$ cat src/rtl/t03_cpu_pkg.sv
// Shared definitions for the team_03 RV32I core control path.
// Holds the base opcode values, the sequencer state and opcode-class
// enumerations, the pc_sel encodings and a helper that maps an opcode
// onto its class.
package t03_cpu_pkg;

  localparam logic [6:0] OPC_OP_IMM = 7'b0010011;
  localparam logic [6:0] OPC_LOAD   = 7'b0000011;
  localparam logic [6:0] OPC_STORE  = 7'b0100011;
  localparam logic [6:0] OPC_BRANCH = 7'b1100011;
  localparam logic [6:0] OPC_JAL    = 7'b1101111;
  localparam logic [6:0] OPC_JALR   = 7'b1100111;
  localparam logic [6:0] OPC_LUI    = 7'b0110111;
  localparam logic [6:0] OPC_AUIPC  = 7'b0010111;
  localparam logic [6:0] OPC_OP     = 7'b0110011;
  localparam logic [6:0] OPC_SYSTEM = 7'b1110011;

  localparam logic [1:0] PC_SEL_SEQ  = 2'd0;  // PC + 4
  localparam logic [1:0] PC_SEL_REL  = 2'd1;  // PC + imm
  localparam logic [1:0] PC_SEL_JALR = 2'd2;  // rs1 + imm

  typedef enum logic [2:0] {
    S_FETCH,
    S_DECODE,
    S_EXEC,
    S_MEM,
    S_WB,
    S_HALT,
    S_FAULT
  } state_t;

  // CLS_ILLEGAL is the all-zero value so a cleared class register reads as
  // "nothing valid latched".
  typedef enum logic [3:0] {
    CLS_ILLEGAL = 4'd0,
    CLS_OP_IMM,
    CLS_LOAD,
    CLS_STORE,
    CLS_BRANCH,
    CLS_JAL,
    CLS_JALR,
    CLS_LUI,
    CLS_AUIPC,
    CLS_OP,
    CLS_SYSTEM
  } opclass_t;

  function automatic opclass_t classify(input logic [6:0] opc);
    opclass_t c;
    case (opc)
      OPC_OP_IMM: c = CLS_OP_IMM;
      OPC_LOAD:   c = CLS_LOAD;
      OPC_STORE:  c = CLS_STORE;
      OPC_BRANCH: c = CLS_BRANCH;
      OPC_JAL:    c = CLS_JAL;
      OPC_JALR:   c = CLS_JALR;
      OPC_LUI:    c = CLS_LUI;
      OPC_AUIPC:  c = CLS_AUIPC;
      OPC_OP:     c = CLS_OP;
      OPC_SYSTEM: c = CLS_SYSTEM;
      default:    c = CLS_ILLEGAL;
    endcase
    return c;
  endfunction

endpackage

$ cat src/rtl/t03_op_classifier.sv
// Combinational opcode classifier.
// Ports:
//   opcode  in  7  instruction[6:0]
//   cls     out    opcode class
//   rf_we   out 1  class writes the register file in WB
//   pc_sel  out 2  PC source used when the class redirects the PC
//                  (BRANCH reports PC_SEL_REL; the taken condition is
//                  applied by the sequencer)
module t03_op_classifier
  import t03_cpu_pkg::*;
(
  input  logic [6:0] opcode,
  output opclass_t   cls,
  output logic       rf_we,
  output logic [1:0] pc_sel
);

  always_comb begin
    cls    = classify(opcode);
    rf_we  = 1'b0;
    pc_sel = PC_SEL_SEQ;
    case (cls)
      CLS_OP_IMM, CLS_OP, CLS_LOAD, CLS_LUI, CLS_AUIPC: rf_we = 1'b1;
      CLS_JAL: begin
        rf_we  = 1'b1;
        pc_sel = PC_SEL_REL;
      end
      CLS_JALR: begin
        rf_we  = 1'b1;
        pc_sel = PC_SEL_JALR;
      end
      CLS_BRANCH: pc_sel = PC_SEL_REL;
      default: ;
    endcase
  end

endmodule

$ cat src/rtl/t03_cpu_sequencer.sv
// Multi-cycle control FSM for the team_03 RV32I core.
// Steps each instruction through FETCH, DECODE, EXEC, (MEM), WB and
// handshakes fetch / load / store requests with the memory arbiter.
// Optional ack timeout: define T03_SEQ_TIMEOUT_EN.
// Ports:
//   clk, rst            clock, synchronous active-high reset
//   instruction, i_ack  fetched word and fetch completion
//   d_ack               load/store completion
//   branch_taken        ALU compare result, sampled in EXEC
//   i_req, d_read, d_write  arbiter requests, held until acked
//   ir_en               IR latch strobe (with i_ack in FETCH)
//   imm_valid           IR stable during DECODE/EXEC/MEM
//   pc_en, pc_sel       PC update strobe and source in WB
//   rf_we               register-file write strobe in WB
//   illegal, halted, fault  status flags
module t03_cpu_sequencer
  import t03_cpu_pkg::*;
#(
  parameter int unsigned TIMEOUT_CYCLES = 256,
  parameter int unsigned TMO_W          = 8
) (
  input  logic        clk,
  input  logic        rst,
  input  logic [31:0] instruction,
  input  logic        i_ack,
  input  logic        d_ack,
  input  logic        branch_taken,
  output logic        i_req,
  output logic        d_read,
  output logic        d_write,
  output logic        ir_en,
  output logic        imm_valid,
  output logic        pc_en,
  output logic [1:0]  pc_sel,
  output logic        rf_we,
  output logic        illegal,
  output logic        halted,
  output logic        fault
);

  if ((64'd1 << TMO_W) < 64'(TIMEOUT_CYCLES)) begin : g_cfg_check
    $error("TMO_W too narrow to count TIMEOUT_CYCLES");
  end

  state_t     state;
  opclass_t   cls_q;
  logic       rf_we_attr_q;
  logic [1:0] pc_sel_attr_q;
  logic       taken_q;
  logic       illegal_q;

  opclass_t   fetch_cls;
  logic       fetch_rf_we;
  logic [1:0] fetch_pc_sel;

  // Only the opcode field steers the sequencer; the rest is for the datapath.
  logic unused_instr_bits;
  assign unused_instr_bits = ^instruction[31:7];

  t03_op_classifier u_classifier (
    .opcode (instruction[6:0]),
    .cls    (fetch_cls),
    .rf_we  (fetch_rf_we),
    .pc_sel (fetch_pc_sel)
  );

`ifdef T03_SEQ_TIMEOUT_EN
  logic [TMO_W-1:0] wait_cnt;
  logic             fault_q;
  logic             tmo_hit;
  assign tmo_hit = (wait_cnt == TMO_W'(TIMEOUT_CYCLES - 1));
`endif

  always_ff @(posedge clk) begin
    if (rst) begin
      state         <= S_FETCH;
      cls_q         <= CLS_ILLEGAL;
      rf_we_attr_q  <= 1'b0;
      pc_sel_attr_q <= PC_SEL_SEQ;
      taken_q       <= 1'b0;
      illegal_q     <= 1'b0;
`ifdef T03_SEQ_TIMEOUT_EN
      wait_cnt      <= '0;
      fault_q       <= 1'b0;
`endif
    end else begin
      case (state)
        S_FETCH: begin
          if (i_ack) begin
            cls_q         <= fetch_cls;
            rf_we_attr_q  <= fetch_rf_we;
            pc_sel_attr_q <= fetch_pc_sel;
            state         <= S_DECODE;
          end
`ifdef T03_SEQ_TIMEOUT_EN
          else if (tmo_hit) begin
            state   <= S_FAULT;
            fault_q <= 1'b1;
          end else begin
            wait_cnt <= wait_cnt + 1'b1;
          end
`endif
        end
        S_DECODE: begin
          if (cls_q == CLS_SYSTEM) begin
            state <= S_HALT;
          end else if (cls_q == CLS_ILLEGAL) begin
            // Skip execution: WB with rf_we=0 just advances PC by 4.
            illegal_q <= 1'b1;
            state     <= S_WB;
          end else begin
            state <= S_EXEC;
          end
        end
        S_EXEC: begin
          taken_q <= branch_taken;
          if (cls_q == CLS_LOAD || cls_q == CLS_STORE) begin
            state <= S_MEM;
`ifdef T03_SEQ_TIMEOUT_EN
            wait_cnt <= '0;
`endif
          end else begin
            state <= S_WB;
          end
        end
        S_MEM: begin
          if (d_ack) begin
            state <= S_WB;
          end
`ifdef T03_SEQ_TIMEOUT_EN
          else if (tmo_hit) begin
            state   <= S_FAULT;
            fault_q <= 1'b1;
          end else begin
            wait_cnt <= wait_cnt + 1'b1;
          end
`endif
        end
        S_WB: begin
          state <= S_FETCH;
`ifdef T03_SEQ_TIMEOUT_EN
          wait_cnt <= '0;
`endif
        end
        S_HALT:  state <= S_HALT;
        S_FAULT: state <= S_FAULT;
        default: state <= S_FETCH;
      endcase
    end
  end

  always_comb begin
    i_req     = (state == S_FETCH);
    ir_en     = (state == S_FETCH) && i_ack && !rst;
    imm_valid = (state == S_DECODE) || (state == S_EXEC) || (state == S_MEM);
    d_read    = (state == S_MEM) && (cls_q == CLS_LOAD);
    d_write   = (state == S_MEM) && (cls_q == CLS_STORE);
    pc_en     = (state == S_WB);
    rf_we     = (state == S_WB) && rf_we_attr_q;
    pc_sel    = PC_SEL_SEQ;
    if (state == S_WB) begin
      if (cls_q == CLS_BRANCH) begin
        pc_sel = taken_q ? PC_SEL_REL : PC_SEL_SEQ;
      end else begin
        pc_sel = pc_sel_attr_q;
      end
    end
    illegal = illegal_q;
    halted  = (state == S_HALT);
`ifdef T03_SEQ_TIMEOUT_EN
    fault   = fault_q;
`else
    fault   = 1'b0;
`endif
  end

endmodule

$ cat config.mk
export PLATFORM = sky130hd
export DESIGN_NAME = t03_cpu_sequencer
export DESIGN_NICKNAME = d
export VERILOG_FILES = /design/src/rtl/t03_cpu_pkg.sv /design/src/rtl/t03_op_classifier.sv /design/src/rtl/t03_cpu_sequencer.sv
export SDC_FILE = /design/constraint.sdc
export NUM_CORES = 1
export LEC_CHECK = 0
export BUFFER_PORTS_ARGS = -buffer_cell sky130_fd_sc_hd__buf_4
export CAP_MARGIN = 20
export CORE_MARGIN = 4
export CORE_UTILIZATION = 43
export DETAILED_ROUTE_END_ITERATION = 6
export HOLD_SLACK_MARGIN = 0.12
export PLACE_DENSITY = 0.79
export SLEW_MARGIN = 5
export SYNTH_ARGS = -nofsm -noshare
export SYNTH_HDL_FRONTEND = slang
export SYNTH_SLANG_ARGS = --single-unit
$ cat constraint.sdc
create_clock -name clk -period 1.5 [get_ports clk]
set_input_delay 0.225 -clock clk [delete_from_list [all_inputs] [get_ports clk]]
set_output_delay 0.225 -clock clk [all_outputs]
set_load 0.1 [all_outputs]
==> results by group, run 1 <==
Cells and area
  – Final nets: 187
  – N_diodes: 0
  – Final design area excluding fillers: 1420 um2
  – FILL cells: 129
  – P&R area growth vs syn: 65.9%
  – Commonest non-fill, non-tap cells in the layout: buf_4, a21oi_1, buf_12
  – Share of cells above drive strength 1: 46.6%
  – Most common cell after layout, fill and taps aside: buf_4

Global route
  – Initial antenna violation count: 0
  – Vias in the first global route: 918
  – Gr ovfl total: 0
  – Largest net degree at the start of global routing: 17
  – First-pass GRT wire length: 3840 um
  – All-Layer GR Usage: 19.1%

Route
  – Via Count: 995
  – Initial DRC Count: 19
  – Routed WL: 2720 um
  – Residual DRC: 0
  – Antenna viol nets, final: 0
  – WL per Instance: 15.7 um
  – TritonRoute pass-1 iters: 4
  – Via-per-instance ratio: 5.75

Status
  – Status: complete, but fails checks
  – Violated checks: setup timing

Critical path
  – Setup crit end kind: output port
  – Reg-to-reg setup timing slack: 0.03 ns
  – Reg2reg end: cls_q[0]
  – Crit Reg-Reg Startpoint: state[2]
  – Worst Setup Start Kind: flop
  – Reg2reg path depth: 5
  – Worst EP arrival: 1.52 ns
  – Critical path type: flop to output port
  – Critical Path RT: 1.27 ns
  – CP max FO: 3

Flow run
  – Max-Cap Viols: 0

Placement
  – I/O Buffers: 22
  – Dpl ws: -0.0219 ns
  – DP Area: 1170 um2
  – HPWL after DPL: 1680 um
  – Final GP Congestion: 0.808

Hold path
  – Worst Hold Depth: 2
  – Hold Path Sink: rf_we_attr_q
  – Hold wc startpoint: rst
  – Type of the worst min-delay path: input port to flop

Yosys
  – Mean Syn Cell Area: 7.38 um2
  – Synth cell types: 40
  – Predominant post-synthesis flop cell: dfxtp_1
  – Cells after Synth: 116
  – EDFF count, synth: 0
  – Sequential share of the synthesized area: 28.1%
  – Synth async-reset ratio: 0%
  – Net Count, Synth: 153
  – Yosys warns: 0
  – Synth Register Bits: 12
  – Mapped cell area: 856 um2

Floorplan
  – Rows: 15
  – Die area: 2770 um2
  – Die span in y: 52.6 um
  – Initial Util: 47.5%
  – Core area: 1800 um2
  – Die X: 52.6 um
  – I/O pin total: 49

Power and ir drop
  – Maximum vdd ir drop: 0.488 mV
  – Leakage power: 0.000518 uW
  – Power, Total: 950 uW
  – PD cells: 669 nW/um2

CTS
  – CTS max path bufs: 2
  – Worst skew pair latency: 0.28 ns
  – TritonCTS clock tree: built
  – H-Tree Depth: 1
  – Cts hold-fix bufs: 0
  – Total CTS buffers: 3
  – Root buf cell: clkbuf_4
  – CTS clock-pin slew for the worst setup and hold paths: 0.08 ns
  – Clock Sinks: 12

STA
  – Tmin final: 1.75 ns
  – Clock Skews: 0.00369 ns
  – Final hold slack: 0.233 ns
  – Final setup TNS: -0.704 ns
  – Fmax: 573 MHz
  – Slew Viols, Final: 0
  – Final setup viols: 7
  – Final setup margin: -0.245 ns
  – Final Cycle Share: 116%
  – RSZ-0062 raised after global routing: true
  – Final-report hold violation count: 0
-- logic make-up after synthesis --
group                     Yosys count  share of synthesized area (%)
other                               1                          0.438
and+or+nand+nor                    59                           39.3
xor gates and xnor gates            2                           2.05
muxes                               3                           3.51
buffers and inverters              13                           7.89
DFF                                12                           28.1
AOI/OAI and AO/OA                  26                           18.7
-- cells in the mapped netlist (2+ instances only) --
library cell   n  area, um2
o21ai_0        5       25.0
nand2b_1       7       43.8
nor3b_1        2       15.0
nand3_1        4       20.0
or3_1          2       12.5
xnor2_1        2       17.5
nor3_1         4       20.0
nor2_1        14       52.6
nand3b_1       3       22.5
buf_2          6       30.0
mux2i_1        3       30.0
dfxtp_1       12        240
a21oi_1       12       60.1
inv_1          4       15.0
nand2_1        9       33.8
nand4_1        3       18.8
-- registers in the layout (all words and copies together), names as in the netlist --
| name | cells |
|---|---|
| cls_q | 4 |
| state | 3 |
| pc_sel_attr_q | 2 |
| illegal | 1 |
| rf_we_attr_q | 1 |
| taken_q | 1 |
-- report_power, final --
| part | internal (uW) | total, uW | switching, uW |
|---|---|---|---|
| registers | 326 | 342 | 16.6 |
| logic | 154 | 404 | 250 |
| clock network | 93.2 | 204 | 111 |
-- worst max path at each step --
stage | startpoint | to | slack, ns | cells after the start
4_1_cts | cls_q[3] | pc_sel[0] | -0.23 | 4
3_5_place_dp | cls_q[3] | pc_sel[0] | -0.02 | 4
3_3_place_gp | cls_q[3] | pc_sel[0] | -0.009 | 4
2_1_floorplan | state[2] | ir_en | -0.70 | 4
5_1_grt | cls_q[3] | pc_sel[0] | -0.28 | 4
6_report | cls_q[3] | pc_sel[0] | -0.25 | 4
-- metrics by stage --
step | cells | utilization (%)
finish | 173 | 78.8
global route | 173 | 78.8
CTS | 172 | 75.7
detailed placement | 166 | 64.8
global placement | 166 | 64.8
floorplan | 116 | -
-- per-layer routing --
metal  vias to the layer above  global-route usage (%)  share of wire, %
li1                        482                       -                 -
met1                       463                    19.0                37
met2                        39                    36.0                54
met3                        11                    3.42               4.8
met4                         0                    11.1               4.3
met5                         -                       0                 0
-- critical path, stage by stage, from the launching register on --
cell	delay, ns
dfxtp_4	0.37
nor4b_4	0.34
mux2i_2	0.30
nor2_4	0.06
buf_12	0.16
-- layout make-up --
| cell class | instances | area [um2] | area share [%] |
|---|---|---|---|
| multi-input cells | 91 | 669 | 47.1 |
| flip-flops and latches | 12 | 258 | 18.1 |
| clock buffers | 3 | 22.5 | 1.59 |
| repair buffers | 38 | 420 | 29.6 |
| well taps | 25 | 31.3 | 2.20 |
| inverters | 4 | 18.8 | 1.32 |
-- what timing repair did --
| item | in CTS | in global routing |
|---|---|---|
| setup buffers | 3 | 1 |
| endpoints found under the setup margin | 10 | 13 |
| resized for setup | 37 | 12 |
| pin swaps | 9 | 4 |
| cloned | 0 | 0 |
Note: power is estimated with default switching activity, not from simulation.
==> run 2, diff against run 1 <==
CAP_MARGIN = default   (was 20)
CORE_UTILIZATION = 44   (was 43)
HOLD_SLACK_MARGIN = default   (was 0.12)
PLACE_DENSITY = 0.78   (was 0.79)
SYNTH_HIERARCHICAL = 1   (was default)
==> run 2 against run 1 <==
  * The run still ends with setup timing left
  * Final cell count up 11%
  * Critical path depth up 1
  * Clock skew down 0.00076 ns
  * Setup slack worse by 0.10 ns
  * Via count up 19%
  * Combinational power up 24%
  * Largest power group unchanged
==> results by group, run 2 <==
Floorplan
  – Die span in y: 54.0 um
  – Initial Util: 46.9%
  – I/O pin total: 49
  – Die area: 2910 um2
  – Die X: 54.0 um
  – Rows: 16
  – Core area: 1980 um2

Power and ir drop
  – Internal power: 676 uW
  – Leakage power: 0.000643 uW
  – Logic pwr share: 44.6%
  – Power, Total: 1120 uW
  – Sw Ratio: 39.6%
  – NetSw: 442 uW
  – Proportion of power drawn by flip-flops and latches: 30.3%
  – Clock Power Share: 25.1%
  – PD cells: 668 nW/um2
  – Maximum vdd ir drop: 0.533 mV

Critical path
  – Reg-to-reg setup timing slack: -0.11 ns
  – Critical path type: flop to output port
  – Reg2reg path depth: 7
  – Worst Setup Start Kind: flop
  – Worst EP arrival: 1.62 ns
  – Setup crit end kind: output port
  – Critical Path RT: 1.27 ns
  – CP max FO: 4

CTS
  – Root buf cell: clkbuf_4
  – Cts hold-fix bufs: 0
  – CTS max path bufs: 2
  – Worst skew pair latency: 0.28 ns
  – H-Tree Depth: 1
  – TritonCTS clock tree: built
  – Total CTS buffers: 3
  – Clock Sinks: 12
  – CTS clock-pin slew for the worst setup and hold paths: 0.09 ns

STA
  – Slew Viols, Final: 0
  – Fmax: 541 MHz
  – Final setup margin: -0.349 ns
  – Tmin final: 1.85 ns
  – RSZ-0062 raised after global routing: true
  – Final-report hold violation count: 0
  – Final Cycle Share: 123%
  – Final setup viols: 18
  – Clock Skews: 0.00293 ns
  – Final setup TNS: -2.26 ns

Cells and area
  – Biggest register: cls_q
  – Commonest non-fill, non-tap cells in the layout: buf_4, nand2_1, buf_12
  – N_diodes: 0
  – Max reg flops: 4
  – Final nets: 203
  – Top Registers: cls_q x4, state x3, pc_sel_attr_q x2
  – Final design area excluding fillers: 1680 um2
  – Most common cell after layout, fill and taps aside: buf_4
  – P&R area growth vs syn: 80.2%
  – Share of cells above drive strength 1: 57.6%

Global route
  – First-pass GRT wire length: 4570 um
  – Vias in the first global route: 992
  – All-Layer GR Usage: 21.8%
  – Largest net degree at the start of global routing: 14
  – Gr ovfl total: 0
  – Initial antenna violation count: 0

Route
  – Initial DRC Count: 38
  – Residual DRC: 0
  – TritonRoute pass-1 iters: 5
  – Via-per-instance ratio: 6.18
  – Via Count: 1,186
  – Routed WL: 3780 um
  – WL per Instance: 19.7 um
  – Antenna viol nets, final: 0

Yosys
  – Sequential share of the synthesized area: 25.8%
  – EDFF count, synth: 0
  – Yosys warns: 6
  – Synth cell types: 43
  – Synth async-reset ratio: 0%
  – Mean Syn Cell Area: 7.68 um2
  – Mapped cell area: 930 um2
  – Commonest cells post-synth: nand2_1, dfxtp_1, a21oi_1
  – Synth top area cells: dfxtp_1, nand2_1, a21oi_1
  – Area leader, netlist: dfxtp_1
  – Share of the synthesized area in the top cell type: 25.8%
  – Top-count cell post-synth: nand2_1
  – Predominant post-synthesis flop cell: dfxtp_1
  – Cells after Synth: 121
  – Synth Register Bits: 12
  – Net Count, Synth: 158

Placement
  – Final GP Congestion: 0.790
  – DP Area: 1250 um2
  – I/O Buffers: 22
  – HPWL after DPL: 1860 um

Hold path
  – Worst Hold Depth: 2
  – Type of the worst min-delay path: input port to flop

Status
  – Status: complete, but fails checks
  – Violated checks: setup timing

Flow run
  – Max-Cap Viols: 0
## run 2: changes by cell type in the layout (fill, tap and decap cells not counted), sizes merged, moves of 3 or more
cell / previous run / this run
a21oi: 13 / 10
buf: 38 / 52
nand2: 10 / 17
nand2b: 7 / 1
nor2: 14 / 9
nor3: 5 / 8
xor2: 0 / 3
## run 2: critical path: stages (launching register included)
cell and delay [ns]:
dfxtp_2 0.35, and2b_1 0.23, nand4b_1 0.20, buf_4 0.21, nor3_4 0.15, buf_12 0.20
## run 2: what timing repair did
action / CTS / global route
hold endpoints to repair: 0 / 0
buffers inserted: 6 / 10
endpoints found under the setup margin: 10 / 16
pin swaps: 11 / 8
cloned: 0 / 0
resized for setup: 45 / 22
## run 2: worst paths after layout
path                      from           end
hold / removal             rst      cls_q[2]
setup reg to reg      state[1]      state[2]
hold reg to reg   rf_we_attr_q  rf_we_attr_q
setup / recovery      state[2]        d_read
## run 2: final cells by class
type	count	area, um2
multi-input combinational	93	767
timing repair buffer	52	566
fill	107	307
sequential	12	255
clock buffer	4	36.3
tap	27	33.8
inverter	4	17.5
## run 2: cells by family (layout without fill, tap and decap cells)
kind of cell             after synthesis  count (layout)  synth area share, %
AND/OR/NAND/NOR                       59              59                 36.1
AO/OA/AOI/OAI                         25              25                 18.2
buffers and inverters                 16              60                 11.3
flip-flops                            12              12                 25.8
XOR/XNOR                               4               4                 3.77
multiplexers                           3               3                 3.23
adder cells (fa/ha/maj)                1               1                 1.21
other                                  1               1                0.403
## run 2: power by group through the flow
stage          sequential (uW)  clock, uW  combinational [uW]
2_1_floorplan              371          0                 266
3_3_place_gp               344          0                 365
3_5_place_dp               345          0                 373
4_1_cts                    336        271                 426
5_1_grt                    340        296                 516
6_report                   339        280                 499
## run 2: layer usage
| layer | routed length, um | vias to the layer above | share of wire, % | track usage, % |
|---|---|---|---|---|
| met5 | 0 | - | 0 | 0 |
| met4 | 119 | 0 | 3.1 | 13.6 |
| met3 | 331 | 13 | 8.8 | 1.39 |
| met2 | 1940 | 76 | 51 | 42.1 |
| met1 | 1390 | 570 | 37 | 22.1 |
| li1 | - | 527 | - | - |
## run 2: stage by stage
stage	hold slack, ns	setup slack, ns	util, %	instances
after CTS	0.214	-0.266	75.5	183
final	0.231	-0.349	84.5	192
after detailed placement	0.457	-0.0877	62.9	173
after floorplan	0.294	-0.454	-	121
after global placement	0.448	-0.0979	62.9	173
after global routing	0.243	-0.388	84.5	192
